### src/rtl/pipe_ctrl.sv
// rtl/pipe_ctrl.sv - pipeline sequencing controller: load-use, multi-cycle EX and branch flush control
module pipe_ctrl #(
  parameter int MC_LAT = 4,
  parameter int CNT_W  = 16
) (
  input  logic             clk_PCTL,
  input  logic             rst_PCTL,
  input  logic [4:0]       id_rs_PCTL,
  input  logic [4:0]       id_rt_PCTL,
  input  logic             id_usesRt_PCTL,
  input  logic [4:0]       ex_rd_PCTL,
  input  logic             ex_memRead_PCTL,
  input  logic             ex_mcStart_PCTL,
  input  logic             br_taken_PCTL,
  output logic             pcEn_PCTL,
  output logic             bf0En_PCTL,
  output logic             bf0Flush_PCTL,
  output logic             bf1En_PCTL,
  output logic             bf1Bubble_PCTL,
  output logic             mcBusy_PCTL,
  output logic [CNT_W-1:0] stallCnt_PCTL
);

  localparam int MW      = (MC_LAT > 1) ? $clog2(MC_LAT) : 1;
  localparam int MC_LOAD = (MC_LAT >= 2) ? (MC_LAT - 2) : 0;
  localparam logic [MW-1:0] MC_LOAD_V = MW'(MC_LOAD);
  localparam bit MC_STALLS = (MC_LAT >= 2);

  typedef enum logic {
    RUN,
    MC_WAIT
  } state_t;

  state_t        state, state_next;
  logic [MW-1:0] mc_cnt, mc_cnt_next;
  logic          lu;

  // Register $0 is hardwired, so a load targeting it can never create a hazard.
  assign lu = ex_memRead_PCTL && (ex_rd_PCTL != 5'd0) &&
              ((ex_rd_PCTL == id_rs_PCTL) ||
               (id_usesRt_PCTL && (ex_rd_PCTL == id_rt_PCTL)));

  always_ff @(posedge clk_PCTL) begin
    if (rst_PCTL) begin
      state         <= RUN;
      mc_cnt        <= '0;
      stallCnt_PCTL <= '0;
    end else begin
      state  <= state_next;
      mc_cnt <= mc_cnt_next;
      if (!pcEn_PCTL && (stallCnt_PCTL != {CNT_W{1'b1}}))
        stallCnt_PCTL <= stallCnt_PCTL + 1'b1;
    end
  end

  always_comb begin
    state_next     = state;
    mc_cnt_next    = mc_cnt;
    pcEn_PCTL      = 1'b1;
    bf0En_PCTL     = 1'b1;
    bf0Flush_PCTL  = 1'b0;
    bf1En_PCTL     = 1'b1;
    bf1Bubble_PCTL = 1'b0;
    mcBusy_PCTL    = 1'b0;
    if (rst_PCTL) begin
      pcEn_PCTL  = 1'b0;
      bf0En_PCTL = 1'b0;
      bf1En_PCTL = 1'b0;
    end else begin
      case (state)
        RUN: begin
          if (br_taken_PCTL) begin
            bf0Flush_PCTL  = 1'b1;
            bf1Bubble_PCTL = 1'b1;
          end else if (ex_mcStart_PCTL && MC_STALLS) begin
            pcEn_PCTL   = 1'b0;
            bf0En_PCTL  = 1'b0;
            bf1En_PCTL  = 1'b0;
            mcBusy_PCTL = 1'b1;
            mc_cnt_next = MC_LOAD_V;
            state_next  = MC_WAIT;
          end else if (lu) begin
            pcEn_PCTL      = 1'b0;
            bf0En_PCTL     = 1'b0;
            bf1Bubble_PCTL = 1'b1;
          end
        end
        MC_WAIT: begin
          // The held op keeps ex_mcStart high, so only the counter decides release.
          if (mc_cnt != '0) begin
            pcEn_PCTL   = 1'b0;
            bf0En_PCTL  = 1'b0;
            bf1En_PCTL  = 1'b0;
            mcBusy_PCTL = 1'b1;
            mc_cnt_next = mc_cnt - 1'b1;
          end else begin
            state_next = RUN;
          end
        end
        default: state_next = RUN;
      endcase
    end
  end

endmodule

### config.mk
export PLATFORM = sky130hd
export DESIGN_NAME = pipe_ctrl
export DESIGN_NICKNAME = d
export VERILOG_FILES = /design/src/rtl/pipe_ctrl.sv
export SDC_FILE = /design/constraint.sdc
export NUM_CORES = 1
export LEC_CHECK = 0
export CAP_MARGIN = 20
export CORE_ASPECT_RATIO = 1.75
export CORE_MARGIN = 2
export CORE_UTILIZATION = 25
export CTS_CLUSTER_SIZE = 16
export DETAILED_ROUTE_END_ITERATION = 6
export GPL_ROUTABILITY_DRIVEN = 1
export MAX_ROUTING_LAYER = met4
export PLACE_DENSITY = 0.48
export SLEW_MARGIN = 25
export SYNTH_ARGS = -nofsm -noshare
export SYNTH_HDL_FRONTEND = slang
export SYNTH_SLANG_ARGS = --single-unit
### constraint.sdc
create_clock -name clk_PCTL -period 2.95 [get_ports clk_PCTL]
set_input_delay 0.4425 -clock clk_PCTL [delete_from_list [all_inputs] [get_ports clk_PCTL]]
set_output_delay 0.4425 -clock clk_PCTL [all_outputs]
set_load 0.005 [all_outputs]
# Word-level counts from Yosys, hierarchy flattened
# Cells that the tools add are included.
# word_totals
output_inout_bits,22
inputBits,21
word_cells,48
ff_bits,19
# op_classes
reduce_logical,9
add_sub_neg,2
bitwise,1
muxes,27
n_eq_ne,6
# op_table
cell,count
$mux W1,20
$add A16 B1 Y16 const B,1
$ne A16 B16 Y1 const B,1
$eq A5 B5 Y1,2
$mux W2,3
$pmux W1 S2,3
$reduce_bool A5 Y1,1
$logic_and A1 B1 Y1,4
$ne A2 B2 Y1 const B,2
$pmux W2 S2,1
$reduce_and A3 Y1,1
$ne A2 B1 Y1 const B,1
$reduce_bool A2 Y1,1
$sub A2 B1 Y2 const B,1
$logic_not A1 Y1,1
$logic_or A1 B1 Y1,1
$not A1 Y1,1

# Logic depth before layout (Yosys ltp)
# logic_depth
ltp_word,11
depth_mapped,10
mapped_depth_nobuf,8

# Worst setup path before layout
# Ideal clock, no wire load.
# synth_timing
kind,input -> register
from,input port ex_rd_PCTL[1]
to,register stallCnt_PCTL[1]
path_buffers,2
path_stages,8
path_slack_ns,0.817
required_ns,2.822
arrival_ns,2.006
setup_time_ns,0.128
path_cell_list,or4_1 -> o21ai_0 -> or3_1 -> o31a_1 -> buf_4 -> buf_6 -> mux2i_1 -> nor2_1
# synth_between
elab_chain_cells,11
elab_cells_between_ends,14
classes_between,eq/ne: 2; mux: 5; reduce/logical: 7
# synth_lines
element,line,text
"start, declared",11,"input logic [4:0] ex_rd_PCTL,"
$eq A5 B5 Y1,41,(id_usesRt_PCTL && (ex_rd_PCTL == id_rt_PCTL)));
$logic_and A1 B1 Y1,41,
$logic_or A1 B1 Y1,40,((ex_rd_PCTL == id_rs_PCTL) ||
$logic_and A1 B1 Y1 *,39,assign lu = ex_memRead_PCTL && (ex_rd_PCTL != 5'd0) &&
$mux W1 *,82,end else if (lu) begin
$mux W1 *,75,end else if (ex_mcStart_PCTL && MC_STALLS) begin
$mux W1 *,72,if (br_taken_PCTL) begin
$pmux W1 S2 *,70,case (state)
$mux W1 *,65,if (rst_PCTL) begin
$logic_not A1 Y1 *,51,if (!pcEn_PCTL && (stallCnt_PCTL != {CNT_W{1'b1}}))
$logic_and A1 B1 Y1 *,51,
"end signal, assigned",52,stallCnt_PCTL <= stallCnt_PCTL + 1'b1;
"end, declared",21,output logic [CNT_W-1:0] stallCnt_PCTL
# Every way passes the cells marked *; elsewhere a longest branch is shown, timed or not.
# A chain may end at the register's enable or synchronous reset.

# Final worst setup path
# layout_timing
from,input port ex_rd_PCTL[1]
to,output port pcEn_PCTL
# layout_between
elab_chain_cells,9
elab_cells_between_ends,12
classes_between,eq/ne: 2; mux: 5; reduce/logical: 5
# layout_lines
element,line,text
$eq A5 B5 Y1,41,
$logic_and A1 B1 Y1,41,
$logic_or A1 B1 Y1,40,
$logic_and A1 B1 Y1 *,39,
$mux W1 *,82,
$mux W1 *,75,
$mux W1 *,72,
$pmux W1 S2 *,70,
$mux W1 *,65,
"end, declared",15,"output logic pcEn_PCTL,"
# Marked as above.

==> results.sh <==
export IMPL_powerDensity_mw_per_mm2=344
export IMPL_diodes=0
export IMPL_cts_tree="done"
export IMPL_port_buffers=42
export IMPL_antenna_found_initial=0
export IMPL_synth_nets=161
export IMPL_clkSlewWorstSetupHoldPaths_ps=70
export IMPL_cp_common_cell="clkdlybuf4s50_1"
export IMPL_die_area_mm2=0.00498
export IMPL_root_buffer="clkbuf_8"
export IMPL_dr_total_vias=1171
export IMPL_grt_util_all_layers_pct=13.0
export IMPL_drv_cap=0
export IMPL_drc=0
export IMPL_ios=43
export IMPL_multi_input_area_um2=677
export IMPL_ys_flop_type="dfxtp_1"
export IMPL_crit_path_start="ex_rd_PCTL[1]"
export IMPL_dp_hpwl_um=2340
export IMPL_coreArea_mm2=0.00432
export IMPL_async_flop_share_pct=0
export IMPL_status="completed"
export IMPL_firstDrtPassIters=4
export IMPL_synth_top_area_share_pct=34.5
export IMPL_maxSlewHeadroom_pct=62.2
export IMPL_required_ps=2510
export IMPL_critPathSlowestCell="or4_1"
export IMPL_globalplace_congestion=0.728
export IMPL_post_route_period_util_pct=96.7
export IMPL_crit_type="in2out"
export IMPL_start_kind="primary input"
export IMPL_nFillCells=476
export IMPL_yosysUniqueCellTypes=35
export IMPL_drt_iter0_drc=12
export IMPL_cp_cell_sequence="clkdlybuf4s50_1 > or4_1 > o21ai_1 > or3_4 > o21a_1 > clkdlybuf4s50_1"
export IMPL_drive_gt1_share_pct=6.11
export IMPL_min_from="stallCnt_PCTL[15]"
export IMPL_tightest_slew_ps=562
export IMPL_ant_nets=0
export IMPL_areaGrowthSynthToFinish_pct=49.3
export IMPL_synth_most_common_cell="dfxtp_1"
export IMPL_syn_inst=138
export IMPL_slew_viol_final=0
export IMPL_yosys_warnings=0
export IMPL_min_period_ps=2850
export IMPL_routedWlPerCell_um=12.9
export IMPL_report_final_setup_viol=0
export IMPL_die_h_um=91.9
export IMPL_grt_ovfl_total=0
export IMPL_viasPerCell=5.07
export IMPL_final_setup_tns_ps=0
export IMPL_timing_fmax_ghz=0.350
export IMPL_synth_avg_cell_area_um2=8.00
export IMPL_power_mw=0.567
export IMPL_postCtsHoldBufs=0
export IMPL_p_leak_nw=0.561
export IMPL_regArea_um2=380
export IMPL_cp_arrival_ps=2410
export IMPL_clock_path_buffers=2
export IMPL_start_util_pct=25.5
export IMPL_vdd_drop_max_mv=0.182
export IMPL_skew_ps=6.53
export IMPL_r2r_start="stallCnt_PCTL[0]"
export IMPL_synth_seq_cells=19
export IMPL_clock_latency_ps=260
export IMPL_synth_area_mm2=0.00110
export IMPL_synth_edf_count=0
export IMPL_grt_pass1_wl_um=4880
export IMPL_wirelength_um=2990
export IMPL_cts_max_level=1
export IMPL_numCtsBuffers=3
export IMPL_yosys_area_top_type="dfxtp_1"
export IMPL_hp_class="reg2reg"
export IMPL_nets=204
export IMPL_row_count=32
export IMPL_clock_sinks=19
export IMPL_grt_pass1_vias=1153
export IMPL_finalHoldViolCount=0
export IMPL_synth_commonest_cells="19 x dfxtp_1, 17 x a21oi_1, 11 x nor2_1"
export IMPL_cp_end_kind="output port"
export IMPL_grt_max_degree=28
export IMPL_synth_area_top_cells="dfxtp_1 34%, xor2_1 7.9%, a21oi_1 7.7%"
export IMPL_crit_fanout=3
export IMPL_dieWidth_um=54.2
export IMPL_slowest_delay_ps=550
export IMPL_yosysSeqAreaShare_pct=34.5
## flip-flops by register name (all words and copies together), names as in the netlist
signal and cells:
state 1, stallCnt_PCTL 16, mc_cnt 2
## cell type report
| class | instances | area share (%) |
|---|---|---|
| multi-input cells | 106 | 41.1 |
| clock buffers | 3 | 2.51 |
| well taps | 51 | 3.87 |
| clock inverters | 1 | 0.304 |
| flip-flops and latches | 19 | 23.1 |
| repair buffers | 45 | 27.8 |
| inverters | 6 | 1.37 |
## cell usage in the layout (no fill, tap or decap), types with 2 or more instances in the layout
cell / instances
xor2_1: 10
o21ai_0: 6
nand3_1: 8
o21ai_1: 3
mux2i_1: 2
buf_4: 2
dfxtp_1: 19
a21oi_1: 17
o31ai_1: 5
or3_1: 7
inv_1: 6
nand2_1: 5
clkbuf_8: 3
nand4_1: 2
or4_1: 6
nor3_1: 3
nor2_1: 11
ha_1: 2
nor2b_1: 3
clkdlybuf4s50_1: 41
and3_1: 2
## final timing paths
kind / to / slack [ps] / cells after the start
worst min-delay path: stallCnt_PCTL[15] / 490 / 2
worst max register to register: stallCnt_PCTL[5] / 680 / 8
worst max-delay path: pcEn_PCTL / 100 / 6
worst min register to register: stallCnt_PCTL[15] / 490 / 2
## kinds of logic after synthesis
family	after synthesis	synth area share, %
buf+inv	13	5.89
fa+ha+maj	2	2.27
simple gates	53	26.2
xor+xnor	11	8.73
flops	19	34.5
mux	3	2.83
compound gates	37	19.6
## what timing repair did
action / CTS / global route
setup buffers: 0 / 1
endpoints found under the setup margin: 0 / 3
resized for setup: 0 / 5
## metal layers
layer | vias up | wire, µm | GRT usage (%)
li1 | 590 | - | -
met1 | 536 | 1080 | 12.6
met2 | 39 | 1700 | 23.9
met3 | 6 | 156 | 2.12
met4 | 0 | 49 | 5.21
met5 | - | 0 | -
## critical path: cells and delay by family
kind            cells  cell delay (ps)
compound gates      2              290
simple gates        2              700
buf+inv             2              960
## per-stage QoR
stage / area, µm² / utilization [%] / instances / setup slack [ps] / hold slack [ps]
2_1_floorplan: 1100 / - / 138 / 817 / 455
3_3_place_gp: 1570 / 36.4 / 226 / 21.0 / 475
3_5_place_dp: 1570 / 36.4 / 226 / 15.1 / 485
4_1_cts: 1620 / 37.4 / 230 / 9.09 / 498
5_1_grt: 1650 / 38.1 / 231 / -19.6 / 521
6_report: 1650 / 38.1 / 231 / 96.4 / 495
## report_power, final
part	total, mW	switching (mW)	leakage [nW]	internal, mW
Combinational	0.112	0.0465	0.381	0.0652
Clock	0.184	0.0901	0.0255	0.0941
Sequential	0.271	0.00794	0.154	0.263
Power figures use the tool's default switching activity.
